<file path="config.mk">
export PLATFORM = sky130hd
export DESIGN_NAME = ks10_bus_arbiter
export DESIGN_NICKNAME = d
export VERILOG_FILES = /design/src/rtl/ks10_bus_arbiter.sv
export SDC_FILE = /design/constraint.sdc
export NUM_CORES = 1
export LEC_CHECK = 0
export CORE_AREA = 2 2 176 178
export CTS_BUF_LIST = sky130_fd_sc_hd__clkbuf_4
export DETAILED_ROUTE_END_ITERATION = 8
export DIE_AREA = 0 0 178 180
export PLACE_DENSITY = 0.54
export SLEW_MARGIN = 5
export SYNTH_ARGS = -nofsm -noshare
export SYNTH_HDL_FRONTEND = slang
export SYNTH_SLANG_ARGS = --single-unit
</file>
<file path="constraint.sdc">
create_clock -name clk -period 2.42 [get_ports clk]
set_input_delay 0.605 -clock clk [delete_from_list [all_inputs] [get_ports clk]]
set_output_delay 0.605 -clock clk [all_outputs]
set_load 0.01 [all_outputs]
</file>
<file path="src/rtl/ks10_bus_arbiter.sv">
// ks10_bus_arbiter: grants the shared KS10 backplane to one of NREQ masters per bus cycle.
// Fixed priority by default; define KS10_ARB_ROUNDROBIN_EN for rotating priority.
module ks10_bus_arbiter #(
   parameter int NREQ    = 4,
   parameter int TIMEOUT = 63
) (
   input  logic               clk,
   input  logic               rst,
   input  logic [NREQ-1:0]    reqIN,
   input  logic [NREQ*36-1:0] addrIN,
   input  logic [NREQ*36-1:0] dataIN,
   output logic [NREQ-1:0]    ackOUT,
   output logic [NREQ-1:0]    nxmOUT,
   output logic [35:0]        dataOUT,
   output logic               busREQO,
   output logic [35:0]        busADDRO,
   output logic [35:0]        busDATAO,
   input  logic               busACKI,
   input  logic [35:0]        busDATAI,
   output logic [NREQ-1:0]    grantOUT
);
   localparam int IW = NREQ > 1 ? $clog2(NREQ) : 1;
   localparam logic [7:0] TLAST = 8'(TIMEOUT - 1);
   typedef enum logic [1:0] {IDLE, WAIT, DONE} state_t;
   state_t state, state_nx;
   logic [7:0] cnt;
   logic [IW-1:0] win;
   logic grant, finish;
`ifdef KS10_ARB_ROUNDROBIN_EN
   logic [IW-1:0] ptr;
   always_ff @(posedge clk)
      if (rst) ptr <= '0;
      else if (grant) ptr <= IW'((int'(win) + 1) % NREQ);
`else
   localparam logic [IW-1:0] ptr = '0;
`endif
   // Descending scan so the requester closest to ptr is the last (winning) assignment.
   always_comb begin
      win = '0;
      for (int k = NREQ - 1; k >= 0; k--)
         if (reqIN[(int'(ptr) + k) % NREQ]) win = IW'((int'(ptr) + k) % NREQ);
   end
   assign grant  = state == IDLE && |reqIN;
   assign finish = state == WAIT && (busACKI || cnt == TLAST);
   always_comb begin
      state_nx = state;
      state_nx = state == IDLE ? (grant ? WAIT : IDLE) :
                 state == WAIT ? (finish ? DONE : WAIT) : IDLE;
   end
   always_ff @(posedge clk)
      if (rst) state <= IDLE;
      else state <= state_nx;
   always_ff @(posedge clk) begin
      if (rst) begin
         cnt      <= '0;
         grantOUT <= '0;
         ackOUT   <= '0;
         nxmOUT   <= '0;
         dataOUT  <= '0;
         busREQO  <= 1'b0;
         busADDRO <= '0;
         busDATAO <= '0;
      end else begin
         ackOUT <= '0;
         nxmOUT <= '0;
         if (grant) begin
            grantOUT <= NREQ'(1) << win;
            busADDRO <= addrIN[int'(win)*36 +: 36];
            busDATAO <= dataIN[int'(win)*36 +: 36];
            busREQO  <= 1'b1;
            cnt      <= '0;
         end else if (state == WAIT) begin
            cnt <= cnt == 8'hFF ? cnt : cnt + 8'd1;
            // An ack arriving on the timeout cycle takes precedence over the abort.
            if (busACKI) begin
               dataOUT <= busDATAI;
               ackOUT  <= grantOUT;
            end else if (finish) nxmOUT <= grantOUT;
            if (finish) begin
               grantOUT <= '0;
               busREQO  <= 1'b0;
            end
         end
      end
   end
endmodule

</file>
After elaboration in Yosys (flattened, before gate mapping) --
Index checks and enable logic that the tools add are counted.
Operators by class: reduce and logical (&&, ||, !) cells 13, $mul 1, bitwise logic cells 5, equality and inequality tests 3, muxes and demuxes 14, add/subtract/negate cells 1, shift-type cells 3
Operators by type and width (number):
- 144-bit by 32-bit variable part select with 36-bit output | 1
- 144-bit by 9-bit variable part select with 36-bit output | 1
- 2-bit 2-to-1 mux | 7
- 4-bit 2-to-1 mux | 3
- 8-bit by 1-bit adder with 8-bit output, second input constant | 1
- 8-bit by 6-bit == test with 1-bit output, second input constant | 1
- 8-bit == test, second input constant | 1
- 4-bit OR reduction | 2
- 2-bit by 4-bit multiplier with 6-bit output, second input constant | 1
- 1-bit NOT | 5
- 5-bit OR reduction | 1
- 1-bit 2-to-1 mux | 4
- 2-bit AND reduction | 2
- 2-bit nonzero test | 2
- 1-bit by 2-bit left shift with 4-bit output, first input constant | 1
- 3-bit AND reduction | 1
- 2-bit by 1-bit == test with 1-bit output, second input constant | 1
- 1-bit logical AND | 2
- 2-bit logical NOT | 1
- 2-bit OR reduction | 1
- 1-bit logical OR | 1
Word-level totals: register bits after elaboration 131, logic and storage cells 49, output and inout port bits 121

Depth between registers and ports, before layout --
Gate-level depths: netlist of run 1.
depth after elaboration 6, mapped depth 6, gate-level depth less buffers 5

Least setup slack after synthesis of run 1 --
No wires, ideal clock.
path kind in2reg, start point in reqIN[2], end point reg busADDRO[34], stages on the path 5, path buffers 2, data arrival time 1.545 ns, library setup time 0.119 ns, path slack 0.757 ns, data required time 2.301 ns, path through nor4_4 -> nor2_2 -> buf_4 -> buf_2 -> o221a_1
Between the ends: cells in the longest elaborated chain, start to end 5
Ends and longest elaborated chain:
- start, declared | RTL line 9 | input logic [NREQ-1:0] reqIN,
- 2-bit 2-to-1 mux (3 in a row) | RTL line 41 | if (reqIN[(int'(ptr) + k) % NREQ]) win = IW'((int'(ptr) + k) % NREQ);
- 2-bit by 4-bit multiplier with 6-bit output | RTL line 68 | busADDRO <= addrIN[int'(win)*36 +: 36];
- 144-bit by 32-bit variable part select with 36-bit output | RTL line 68
- end signal, assigned | RTL line 68
- end, declared | RTL line 16 | output logic [35:0] busADDRO,
Parallel ways exist; a longest one is shown, timed or not. A chain may end at the register's enable or synchronous reset.

Worst setup path after layout of run 1 --
start point reg grantOUT[2], end point out grantOUT[2]
RTL lines:
- start, declared | RTL line 20 | output logic [NREQ-1:0] grantOUT
- start signal, assigned | RTL line 67 | grantOUT <= NREQ'(1) << win;
No word-level cell between the ends.

==> results_dict.tcl, run 1 <==
set metrics [dict create \
    synthFlopType "dfxtp_1" \
    antenna_found_initial 3 \
    remaining_drc_errors 0 \
    final-hold-violation-count 0 \
    nets 1465 \
    netlist_area_um2 5950 \
    ir_drop_uv 215 \
    async_flop_share 0 \
    critPathTopFamily "buffers and inverters" \
    fmax_ghz 0.457 \
    drive_gt1_frac 0.0838 \
    synthTopCellsByArea "dfxtp_1, a222oi_1, a311oi_1" \
    synth_top_cell_by_area "dfxtp_1" \
    dr.pass1.iters 8 \
    cts_buffers 17 \
    grt_pass1_wl_um 41400 \
    min_period_over_period 0.904 \
    placedCellCount 1509 \
    wl_per_cell_um 18.8 \
    overflow 0 \
    cp-end-kind "primary output" \
    clk_latency_ns 0.56 \
    drt_iter0_drc 660 \
    die_x_um 178 \
    rsz0062_at_grt "false" \
    cts_resized 0 \
    required_ns 1.81 \
    setup_viol 0 \
    yosysWarnings 0 \
    num_vias 7294 \
    seq_area_frac_synth 0.441 \
    synth_nets 1010 \
    final_cell_count_no_fill 1542 \
    critPathSlowestCell "clkdlybuf4s50_1" \
    grt_max_degree 69 \
    path_clk_slew_ns 0.13 \
    tightest_slew_ns 0.525 \
    drv_slew 0 \
    period_minus_slack_ns 2.19 \
    htreeDepth 4 \
    grt_pass1_vias 7128 \
    maxSlewHeadroom 0.650 \
    crit_path_start_kind "flip-flop" \
    outcome "finished clean" \
    slowest_delay_ns 0.61 \
    clockRootBuffer "clkbuf_4" \
    rows 64 \
    skew_ns 0.0379 \
    port_buffers 451 \
    dpl.hpwl_um 22300 \
    min_path_type "reg -> reg" \
    clock_path_buffers 2 \
    synthTopCellsByCount "nand2_1, dfxtp_1, nor2_1" \
    cts_tree "done" \
    vias_per_cell 4.73 \
    start_util 0.197 \
    area_delta_synth_final_pct 91.8 \
    leakage_nw 4.08 \
    yosysTopAreaCellShare 0.441 \
    drv_cap 0 \
    synth.most_common_cell "nand2_1" \
    clkSinkCount 131 \
    arrival_ns 1.58 \
    core_um2 30200 \
    syn_avg_cell_area_um2 8.79 \
    dieHeight_um 180 \
    power_density_nw_per_um2 509 \
    critical_path.n_buffers_inverters 1 \
    wl_um 29000 \
    fin_setup_tns_ns 0 \
    utilization 0.378 \
    post_cts_buffers 0 \
    gp_congestion 0.880 \
    yosysUniqueCellTypes 41 \
    track_usage 0.170 \
    cts_hold_buf 0 \
    die_area_um2 32000 \
    path_class "reg -> out" \
    io_pins 452 \
    synth_edf_count 0 \
    ant_nets 0 \
    syn_inst 677 \
    cp_cell_sequence "clkdlybuf4s50_1" \
    worst-path-max-fanout 4 \
    ys_seq_elements 131 \
]
## cell families (layout without fill, tap and decap cells)
family / Yosys count / after routing / share of synthesized area
XOR/XNOR: 3 / 3 / 0.00442
adder cells (fa/ha/maj): 2 / 2 / 0.00420
buffers and inverters: 73 / 541 / 0.0788
other: 0 / 1 / 0
AND/OR/NAND/NOR: 264 / 264 / 0.187
AO/OA/AOI/OAI: 204 / 204 / 0.284
flip-flops: 131 / 131 / 0.441
## layer usage
metal,track usage,share of wire,vias to the layer above
met5,0,0.00093,-
met4,0.0456,0.017,4
met3,0.0476,0.093,33
met2,0.306,0.50,351
met1,0.194,0.39,3407
li1,-,-,3499
## layout by cell type, fill, tap and decap left out, types with 2 or more instances in the layout
cell type        count
xnor2_1              3
o21ai_0              3
clkinvlp_4           3
clkdlybuf4s50_1    450
inv_1                3
inv_8                2
o21bai_1             2
a22o_1               3
nor3_1               4
inv_6                6
clkbuf_4            17
nand3_1              3
a211oi_1             4
and2_1               5
nor2_1              80
dfxtp_1            131
a31oi_1              4
buf_4               40
ha_1                 2
nand2_1            150
a222oi_1            71
buf_12              16
a21oi_1             42
nor2b_1              2
a311oi_1            71
and3_1               5
## metrics by stage
step	worst slack (ns)	hold slack, ns	cell area (um2)	total power [mW]
finish	0.232	0.462	11400	5.81
global route	0.122	0.438	11400	6.13
CTS	0.152	0.421	11400	5.92
detailed placement	-0.0109	0.445	11100	4.32
global placement	-0.0324	0.442	11100	4.32
floorplan	0.757	0.461	5950	3.13
## where the power goes
part | switching (mW) | leakage [nW] | internal [mW]
Combinational | 0.720 | 2.86 | 1.09
Clock | 1.01 | 0.142 | 0.538
Sequential | 0.109 | 1.08 | 2.34
Total | 1.84 | 4.08 | 3.97
## path summary, 6_finish.rpt
kind	startpoint	slack, ns	cells after the start	to
setup / recovery	grantOUT[2]	0.23	1	grantOUT[2]
hold / removal	dataOUT[4]	0.46	2	dataOUT[4]
hold reg to reg	dataOUT[4]	0.46	2	dataOUT[4]
setup reg to reg	state[0]	0.83	6	busADDRO[10]
## sequential cells by signal, indices dropped and copies added, names as in the netlist
name,cells
nxmOUT,4
grantOUT,4
busREQO,1
cnt,8
busDATAO,36
busADDRO,36
state,2
dataOUT,36
ackOUT,4
## layout make-up
type                            instances  area (um2)
Antenna cell                            1        2.50
Clock buffer                           17         128
Clock inverter                         15         145
Fill cell                            3088       18800
Inverter                                3        11.3
Multi-Input combinational cell        473        2890
Sequential cell                       131        2620
Tap cell                              396         495
Timing Repair Buffer                  506        5120
Power figures use the tool's default switching activity.
==> inputs of run 2 (changes only) <==
--- a/config.mk
+++ b/config.mk
@@ -10,7 +10,6 @@
 export DETAILED_ROUTE_END_ITERATION = 8
 export DIE_AREA = 0 0 178 180
 export PLACE_DENSITY = 0.54
-export SLEW_MARGIN = 5
 export SYNTH_ARGS = -nofsm -noshare
 export SYNTH_HDL_FRONTEND = slang
 export SYNTH_SLANG_ARGS = --single-unit
==> constraint.sdc (replaced) <==
create_clock -name clk -period 2.1 [get_ports clk]
set_input_delay 0.525 -clock clk [delete_from_list [all_inputs] [get_ports clk]]
set_output_delay 0.525 -clock clk [all_outputs]
set_load 0.01 [all_outputs]
==> run 2 against run 1 <==
  * Hold slack got worse by 0.25 ns
  * Sequential share of layout area fell by 0.070 points
  * Utilization rose by 0.31 points
  * Global-route usage barely moved
  * Critical endpoint is now busADDRO[19]
  * Register-to-register slack got worse by 0.33 ns
  * Critical path type unchanged
  * Via count fell by 1.1%
  * Count of clock-buffer cells in the layout did not move
==> results_dict.tcl, run 2 (synthesis gave the netlist of run 1 again) <==
set metrics [dict create \
    ant_nets 0 \
    skew_ns 0.0276 \
    layout_common_cells "clkdlybuf4s50_1, nand2_1, dfxtp_1" \
    vias_per_cell 4.67 \
    dpl.hpwl_um 22200 \
    rows 64 \
    wl_um 29000 \
    arrival_ns 1.48 \
    cp-startpoint "busADDRO[19]" \
    grt_pass1_wl_um 41300 \
    htreeDepth 4 \
    path_class "reg -> out" \
    dieHeight_um 180 \
    crit_cells 1 \
    min_period_over_period 0.955 \
    dr.pass1.iters 6 \
    clockRootBuffer "clkbuf_4" \
    grt_max_degree 65 \
    grt_pass1_vias 7026 \
    area_delta_synth_final_pct 93.4 \
    met3WireLength_um 2500 \
    required_ns 1.57 \
    fin_ws_ns 0.0949 \
    top_layer "met5" \
    nets 1466 \
    drv_cap 0 \
    crit_path_start_kind "flip-flop" \
    port_buffers 451 \
    r2r_cells 4 \
    dp_slack_ns -0.266 \
    gp_congestion 0.825 \
    leakage_nw 4.35 \
    final_common_cell "clkdlybuf4s50_1" \
    ir_drop_uv 271 \
    num_vias 7213 \
    reg.largest.list "busADDRO: 36 flops, busDATAO: 36 flops, dataOUT: 36 flops" \
    cp_cell_sequence "clkdlybuf4s50_1" \
    drt_iter0_drc 533 \
    placedCellCount 1510 \
    post_cts_buffers 0 \
    critPathTopFamily "buffers and inverters" \
    min_path_cells 2 \
    drv_slew 0 \
    remaining_drc_errors 0 \
    critical_path.n_buffers_inverters 1 \
    clk_latency_ns 0.55 \
    slowest_delay_ns 0.54 \
    reg2reg_slack_ns 0.50 \
    overflow 0 \
    fmax_ghz 0.499 \
    fillers 3090 \
    wl_per_cell_um 18.8 \
    worst-path-max-fanout 2 \
    wl_met1_um 11300 \
    clkSinkCount 131 \
    die_x_um 178 \
    final_cell_count_no_fill 1543 \
    drive_gt1_frac 0.0951 \
    tightest_slew_ns 0.557 \
    cts_tree "done" \
    cp-end-kind "primary output" \
    reg2reg_from "cnt[3]" \
    clock_path_buffers 2 \
    outcome "finished clean" \
    cts_buffers 17 \
    antenna_found_initial 4 \
    period_minus_slack_ns 2.01 \
    rsz0062_at_grt "false" \
    power_density_nw_per_um2 599 \
    maxSlewHeadroom 0.629 \
    final-hold-violation-count 0 \
    start_util 0.197 \
    met2_length_um 14700 \
    crit_end "busADDRO[19]" \
    io_pins 452 \
    track_usage 0.169 \
    min_path_type "in -> reg" \
    critPathSlowestCell "clkdlybuf4s50_1" \
    rr_endpoint "grantOUT[0]" \
    core_um2 30200 \
    setup_viol 0 \
    die_area_um2 32000 \
    path_clk_slew_ns 0.15 \
]
[run 2: worst min path at each step]
stage / start / endpoint / slack [ns]
4_1_cts: rst / busREQO / 0.14
6_report: rst / busREQO / 0.21
2_1_floorplan: cnt[3] / cnt[3] / 0.46
3_5_place_dp: dataOUT[11] / dataOUT[11] / 0.45
3_3_place_gp: dataOUT[32] / dataOUT[32] / 0.44
5_1_grt: rst / busREQO / 0.15
[run 2: area by class of cell]
| type | instances | area, um2 | share of cell area |
|---|---|---|---|
| Timing Repair Buffer | 507 | 5160 | 0.448 |
| Clock buffer | 17 | 128 | 0.0111 |
| Tap cell | 396 | 495 | 0.0430 |
| Clock inverter | 15 | 195 | 0.0170 |
| Antenna cell | 1 | 2.50 | 0.000217 |
| Sequential cell | 131 | 2640 | 0.229 |
| Multi-Input combinational cell | 473 | 2890 | 0.251 |
| Inverter | 3 | 11.3 | 0.000978 |
[run 2: per-stage QoR]
stage | utilization | hold WS, ns | setup TNS [ns] | instance area, um2 | power (mW)
global route | 0.381 | 0.155 | 0 | 11500 | 7.28
floorplan | - | 0.461 | 0 | 5950 | 3.61
global placement | 0.369 | 0.442 | -14.49 | 11100 | 4.95
CTS | 0.380 | 0.144 | 0 | 11500 | 7.06
finish | 0.381 | 0.209 | 0 | 11500 | 6.90
detailed placement | 0.369 | 0.447 | -15.63 | 11100 | 4.96
[run 2: power breakdown]
part           switching [mW]  internal [mW]
sequential              0.122           2.71
combinational           0.824           1.22
clock                    1.16          0.860
total                    2.11           4.79
[run 2: per-layer routing]
metal	vias up	global-route usage
met1	3347	0.195
met4	4	0.0459
met3	31	0.0444
li1	3504	-
met2	327	0.305
met5	-	0
[run 2: what timing repair did]
action | CTS | global route
setup endpoints to repair | 14 | 18
gates cloned | 0 | 0
resized for setup | 16 | 18
hold buffers | 0 | 0
pin swaps | 0 | 0
